`src/rtl/hazard_scoreboard_pkg.sv`:
```
// Shared hazard-scoreboard definitions: producer latencies and the
// default largest accepted latency.
package hazard_scoreboard_pkg;

  localparam int LAT_ALU    = 1;
  localparam int LAT_LOAD   = 2;
  localparam int LAT_MUL    = 4;
  localparam int MAXLAT_DEF = 7;

  function automatic int unsigned lat_max(int unsigned a, int unsigned b);
    return (a > b) ? a : b;
  endfunction

endpackage

```
`src/rtl/hazard_scoreboard_entry.sv`:
```
// One register's latency countdown: decrements toward zero and, on an
// issue, loads the larger of the decremented value and the new latency.
module hazard_scoreboard_entry #(
  parameter int CW = 3
) (
  input  logic          clk,
  input  logic          rstn,
  input  logic          en,
  input  logic          ld,
  input  logic [CW-1:0] lat,
  output logic [CW-1:0] cnt
);

  logic [CW-1:0] cnt_q;
  logic [CW-1:0] cnt_d;
  logic [CW-1:0] dec;

  always_comb begin
    dec   = (cnt_q != '0) ? cnt_q - CW'(1) : '0;
    cnt_d = dec;
    // a younger short op never shortens an older long op's wait
    if (ld && (lat > dec)) cnt_d = lat;
  end

  always_ff @(posedge clk or negedge rstn) begin
    if (!rstn)   cnt_q <= '0;
    else if (en) cnt_q <= cnt_d;
  end

  assign cnt = cnt_q;

endmodule

```
`src/rtl/hazard_scoreboard.sv`:
```
// Register scoreboard deciding ID-stage stalls from per-register
// producer countdowns, with a saturating stall-cycle counter.
module hazard_scoreboard
  import hazard_scoreboard_pkg::*;
#(
  parameter int NREG   = 32,
  parameter int AW     = 5,
  parameter int MAXLAT = MAXLAT_DEF,
  parameter int CW     = 3,
  parameter int SCW    = 16
) (
  input  logic            clk,
  input  logic            rstn,
  input  logic            hold,
  input  logic [AW-1:0]   id_rs1,
  input  logic [AW-1:0]   id_rs2,
  input  logic            id_use_rs1,
  input  logic            id_use_rs2,
  input  logic            id_is_branch,
  input  logic            id_kill,
  input  logic            issue_valid,
  input  logic            issue_regwrite,
  input  logic [AW-1:0]   issue_rd,
  input  logic [CW-1:0]   issue_lat,
  input  logic            stat_clr,
  output logic            stall,
  output logic [NREG-1:0] pending,
  output logic [SCW-1:0]  stall_count
);

  logic [CW-1:0]  cnt [NREG];
  logic [CW-1:0]  thr;
  logic [CW-1:0]  lat_c;
  logic           need1;
  logic           need2;
  logic           iss;
  logic [SCW-1:0] sc_q;
  logic [SCW-1:0] sc_d;

  // branches resolve in ID so they also wait out the final cycle
  assign thr   = CW'(!id_is_branch);
  assign lat_c = (issue_lat > CW'(MAXLAT)) ? CW'(MAXLAT) : issue_lat;

  assign need1 = id_use_rs1 && (id_rs1 != '0) && (cnt[id_rs1] > thr);
  assign need2 = id_use_rs2 && (id_rs2 != '0) && (cnt[id_rs2] > thr);
  assign stall = issue_valid && !id_kill && (need1 || need2);

  assign iss = issue_valid && issue_regwrite && !stall && !id_kill &&
               !hold && (issue_rd != '0) && (issue_lat != '0);

  for (genvar r = 0; r < NREG; r++) begin : g_ent
    if (r == 0) begin : g_zero
      assign cnt[r] = '0;
    end else begin : g_reg
      hazard_scoreboard_entry #(.CW(CW)) u_ent (
        .clk  (clk),
        .rstn (rstn),
        .en   (!hold),
        .ld   (iss && (issue_rd == AW'(r))),
        .lat  (lat_c),
        .cnt  (cnt[r])
      );
    end
    assign pending[r] = (cnt[r] != '0);
  end

  always_comb begin
    sc_d = sc_q;
    if (stat_clr)                 sc_d = '0;
    else if (stall && !(&sc_q))   sc_d = sc_q + SCW'(1);
  end

  always_ff @(posedge clk or negedge rstn) begin
    if (!rstn)      sc_q <= '0;
    else if (!hold) sc_q <= sc_d;
  end

  assign stall_count = sc_q;

endmodule

```
`config.mk`:
```
export PLATFORM = sky130hd
export DESIGN_NAME = hazard_scoreboard
export DESIGN_NICKNAME = d
export VERILOG_FILES = /design/src/rtl/hazard_scoreboard_pkg.sv /design/src/rtl/hazard_scoreboard_entry.sv /design/src/rtl/hazard_scoreboard.sv
export SDC_FILE = /design/constraint.sdc
export NUM_CORES = 1
export LEC_CHECK = 0
export ABC_AREA = 1
export BUFFER_PORTS_ARGS = -buffer_cell sky130_fd_sc_hd__buf_2
export CAP_MARGIN = 0
export CORE_MARGIN = 2
export CORE_UTILIZATION = 50
export DETAILED_ROUTE_END_ITERATION = 10
export PLACE_DENSITY = 0.75
export SYNTH_ARGS = -nofsm -noshare
export SYNTH_HDL_FRONTEND = slang
export SYNTH_SLANG_ARGS = --single-unit
```
`constraint.sdc`:
```
create_clock -name clk -period 2.96 [get_ports clk]
set_input_delay 0.444 -clock clk [delete_from_list [all_inputs] [get_ports clk]]
set_output_delay 0.444 -clock clk [all_outputs]
set_load 0.01 [all_outputs]
```
# Word-level counts from Yosys, hierarchy flattened
# Cells that the tools add are included.
# op_classes
magnitude_cmp,36
n_bitwise,3
mux,71
n_eq_ne,31
addsub,32
reduce_logical,119
# ops
op,n
3-bit 2-to-1 mux,67
3-bit nonzero test,32
3-bit greater-than comparator,31
"3-bit by 1-bit subtractor with 3-bit output, second input constant",31
"5-bit == test, second input constant",16
1-bit logical AND,75
"5-bit by 4-bit == test with 1-bit output, second input constant",8
16-bit 2-to-1 mux,2
3-bit binary-select mux with 5-bit select,2
"5-bit by 3-bit == test with 1-bit output, second input constant",4
"16-bit by 1-bit adder with 16-bit output, second input constant",1
16-bit AND reduction,1
5-bit nonzero test,3
"6-bit greater-or-equal comparator, second input constant",2
5-bit inverter with 6-bit output,2
"5-bit by 2-bit == test with 1-bit output, second input constant",2
3-bit by 1-bit greater-than comparator with 1-bit output,2
"5-bit by 1-bit == test with 1-bit output, second input constant",1
1-bit logical NOT,5
"3-bit greater-than comparator, second input constant",1
2-bit AND reduction,1
2-bit nonzero test,1
1-bit logical OR,1
1-bit inverter,1
# totals
input_bits,28
word_cells,324
output_inout_bits,49
ff_bits,109

# Depth between registers and ports, before layout
# logic_depth
depth_word,17
depth_mapped,21
mapped_depth_nobuf,17

# Modules after synthesis
# A second synthesis with hierarchy kept.
# hier_totals
hier_cells,1793
hier_area_um2,11437.2
# modules_own_cells
mod,instances,cells_per_inst,seq_area_each_um2,area_each_um2
hazard_scoreboard_entry at g_ent[10].g_reg.u_ent ...,23,39,75.1,269.0
hazard_scoreboard,1,584,400.4,3067.9
hazard_scoreboard_entry at g_ent[24].g_reg.u_ent ...,8,39,75.1,272.8

# Worst setup path after synthesis
# OpenSTA, ideal clock, no wires.
# synth_timing
kind,input to output
start,input port id_rs1[0]
end,output port stall
stages,15
slack_ns,-0.140
arrival_time_ns,2.656
n_path_buf,4
required_ns,2.516
cell_sequence,buf_6 inv_2 buf_4 buf_6 o21ai_0 o211ai_1 o211ai_1 o21ai_0 o21ai_0 ha_1 or2_2 nand3_2 nand2_2 buf_2 a21boi_0
# synth_via
elab_chain_len,8
elab_cells_between_ends,10
cone_classes,1 x order compare; 3 x mux; 1 x bitwise; 5 x reduce/logical
# synth_rtl
item,line_no,text
"start, declared",hazard_scoreboard.sv:15,"input logic [AW-1:0] id_rs1,"
5-bit inverter with 6-bit output (implied by the code),hazard_scoreboard.sv:44,assign need1 = id_use_rs1 && (id_rs1 != '0) && (cnt[id_rs1] > thr);
3-bit binary-select mux with 5-bit select,hazard_scoreboard.sv:44,
3-bit 2-to-1 mux (implied by the code) (2 in a row),hazard_scoreboard.sv:44,
3-bit by 1-bit greater-than comparator with 1-bit output,hazard_scoreboard.sv:44,
1-bit logical AND *,hazard_scoreboard.sv:44,
1-bit logical OR *,hazard_scoreboard.sv:46,assign stall = issue_valid && !id_kill && (need1 || need2);
1-bit logical AND *,hazard_scoreboard.sv:46,
"end, declared",hazard_scoreboard.sv:26,"output logic stall,"
# Every way passes the cells marked *; elsewhere a longest branch is shown, timed or not. The select of a mux whose other input is x is not followed.

# Worst setup path in the final report
# Ends and elaborated chain as after synthesis.

==> flow_metrics.py <==
metrics = {
    "outcome": {
        "status": "complete, no violations",
    },
    "worst_setup_path": {
        "cp_max_fo": 14,
        "start_kind": "input port",
        "crit_path_top_delay_cell": "ha_1",
        "path_cells": "clkbuf_4 > inv_4 > buf_4 > o21ai_0 > o2111ai_2 > o211ai_1 > o21ai_1 > o21ai_1 > ha_1 > or2_4 > nand3_4 > nand2_4 > a21boi_2 > buf_4",
        "crit_family": "compound AO/OA/AOI/OAI gates",
        "cp.arrival_ns": 2.46,
        "critPathCaptureType": "output pin",
        "path_class": "in -> out",
        "crit_buf_inv": 4,
        "worstPathRequired_ns": 2.52,
        "slowest_delay_ns": 0.24,
    },
    "timing": {
        "max_freq_mhz": 344,
        "hold_viol": 0,
        "finalCritPeriodShare_pct": 98.1,
        "tightestPinTransition_ns": 1.10,
        "setup_viol": 0,
        "min_period_ns": 2.90,
        "fin_skew_ns": 0.0133,
        "relSlewSlack_pct": 26.9,
        "maxSlewViolCount": 0,
    },
    "yosys": {
        "synthFlopType": "dfrtp_1",
        "avgSynthCellArea_um2": 6.56,
        "synth_edf_count": 0,
        "ys_ff_latch": 109,
        "ys_async_sr_fraction_pct": 100,
        "synth_top_area_cell": "dfrtp_1",
        "synth_top_area_share_pct": 24.1,
        "ys_seq_area_share_pct": 24.1,
        "synth_fp_nets": 1914,
        "netlist_instances": 1728,
        "yosys_warnings": 0,
        "synth_area_leaders": "dfrtp_1, ha_1, nand2_1, nand3_1, inv_1",
        "netlist_area_um2": 11300,
        "ys_types": 40,
    },
    "placed_design": {
        "placedCellCount": 2110,
        "dp_hpwl_um": 26300,
        "gp_congestion": 1.03,
        "numPortBuffers": 75,
    },
    "die": {
        "fp.dieW_um": 155,
        "core_area_um2": 22400,
        "initial_utilization_pct": 50.5,
        "io_pins": 77,
        "dieArea_um2": 23900,
        "dieHeight_um": 155,
        "rows": 55,
    },
    "power_and_ir_drop": {
        "p_per_area_nw_per_um2": 440,
        "vdd_drop_max_uv": 346,
        "finalPower_mw": 5.75,
        "p_leak_nw": 7.49,
    },
    "final_layout": {
        "drive_gt1_share_pct": 13.7,
        "nFillCells": 2189,
        "syn2layout_area_growth_pct": 15.4,
        "regArea_um2": 2740,
        "fin_nets": 2044,
        "post-route-util_pct": 58.3,
        "stdcell_count": 2149,
        "multi_input_area_um2": 7460,
    },
    "clock_network": {
        "cts_tree": "built",
        "cts.path.max_buffers": 2,
        "worstSkewPairLatency_ns": 0.37,
        "cts-root-buf": "clkbuf_16",
        "tritoncts.num_buffers": 9,
        "ctsHtreeMaxLevel": 3,
        "path_clk_slew_ns": 0.08,
        "cts_hold_buffers": 0,
        "cts.sinks": 109,
    },
    "routing": {
        "drt_iter0_drc": 1200,
        "vias_per_cell": 5.75,
        "drtAntennaViolNets": 0,
        "wl_per_cell_um": 17.3,
        "first_pass_iters": 7,
        "wirelength_um": 37100,
        "vias": 12400,
        "drt_drc_violations_left": 0,
    },
    "global_routing": {
        "globalRouteOverflowTotal": 0,
        "antenna_found_initial": 1,
        "grtUsageTotal_pct": 31.1,
        "grt_pass1_wl_um": 59500,
        "grt_max_degree": 94,
        "grt_pass1_vias": 11500,
    },
    "run": {
        "cap_violations": 0,
    },
    "worst_hold_path": {
        "hold_class": "in -> async",
    },
}
-- synth_stat cells, types with 2 or more instances --
cell type  count
nor4_1         2
a211oi_1      20
a311oi_1      26
o21ai_1        3
a21oi_1       70
nor2_4         2
buf_1         14
inv_2          6
nand4_1       34
nor2_1       210
buf_6         12
nor2_2         3
o21ai_0       39
o21bai_1      11
nand2_2        5
xor2_1        12
nor3_1         8
ha_1         158
clkbuf_1      29
dfrtp_1      109
buf_4          3
or2_2          4
o211ai_1       9
buf_2         14
nand2_1      421
inv_1        215
nand3_1      276
-- layout make-up --
type	count	area share [%]
clock buffers	13	1.91
multi-input cells	1325	57.1
inverters	222	6.40
flip-flops and latches	109	21.0
diodes	1	0.0191
clock inverters	3	0.527
repair buffers	191	10.4
well taps	285	2.73
-- power breakdown --
group          internal (mW)  total, mW  switching [mW]
registers               1.66       1.90           0.235
clock network          0.770       1.38           0.611
logic                  0.943       2.47            1.53
-- placed cells by master (no fill, tap or decap), types with 7 or more instances in the layout --
| cell | count |
|---|---|
| inv_2 | 12 |
| nand4_1 | 34 |
| ha_1 | 158 |
| o21ai_1 | 17 |
| nand3_1 | 275 |
| nor2_1 | 210 |
| nor3_1 | 7 |
| inv_1 | 207 |
| buf_2 | 70 |
| o21bai_1 | 11 |
| a211oi_1 | 20 |
| nand2_1 | 420 |
| xor2_1 | 12 |
| o211ai_1 | 9 |
| buf_12 | 7 |
| o21ai_0 | 22 |
| dfrtp_2 | 9 |
| dfrtp_1 | 100 |
| a311oi_1 | 26 |
| a21oi_1 | 66 |
| buf_4 | 110 |
| clkbuf_16 | 9 |
-- metrics by stage --
| stage | setup TNS [ns] | hold WS [ns] | worst slack (ns) | instance area (um2) |
|---|---|---|---|---|
| after CTS | 0 | 0.0495 | 0.00730 | 12900 |
| final | 0 | 0.0304 | 0.0566 | 13100 |
| after global placement | -1.27 | 0.441 | -0.0759 | 12500 |
| after global routing | -0.0615 | 0.0709 | -0.0615 | 13100 |
| after floorplan | 0 | 0.148 | 0.00150 | 11300 |
| after detailed placement | -7.76 | 0.451 | -0.161 | 12500 |
-- worst paths after layout --
path | startpoint | end | slack [ns] | cells past startpoint
worst max-delay path | id_rs1[0] | stall | 0.06 | 14
worst min-delay path | rstn | g_ent[26].g_reg.u_ent.cnt[2] | 0.03 | 1
worst max register to register | g_ent[11].g_reg.u_ent.cnt[0] | stall_count[8] | 0.25 | 16
worst min register to register | g_ent[10].g_reg.u_ent.cnt[2] | g_ent[10].g_reg.u_ent.cnt[2] | 0.52 | 2
max in group asynchronous | rstn | g_ent[10].g_reg.u_ent.cnt[0] | 2.08 | 2
min in group clk | g_ent[10].g_reg.u_ent.cnt[2] | g_ent[10].g_reg.u_ent.cnt[2] | 0.52 | 2
-- cell families after synthesis --
logic type / synth area share [%]
AOI/OAI and AO/OA: 10.3
and+or+nand+nor: 36.5
buffers and inverters: 10.8
other: 0.0331
adders and majority gates: 17.5
xor gates and xnor gates: 0.928
DFF: 24.1
-- sequential cells by signal (all words and copies together), names as in the netlist --
| name | count |
|---|---|
| g_ent.g_reg.u_ent.cnt | 93 |
| stall_count | 16 |
-- repair_timing --
item	CTS	global route
endpoints found under the hold margin	0	0
setup endpoints to repair	1	39
gates resized for setup	14	43
pin swaps	6	14
buffers inserted	7	15
-- routing by layer --
layer / global-route usage [%] / up-vias / part of all wire (%)
met5: 0 / - / 0
met4: 12.9 / 0 / 3.6
met2: 49.9 / 574 / 45
met3: 4.71 / 99 / 9.4
li1: - / 5933 / -
met1: 42.2 / 5749 / 42
Note: power is estimated with default switching activity, not from simulation.
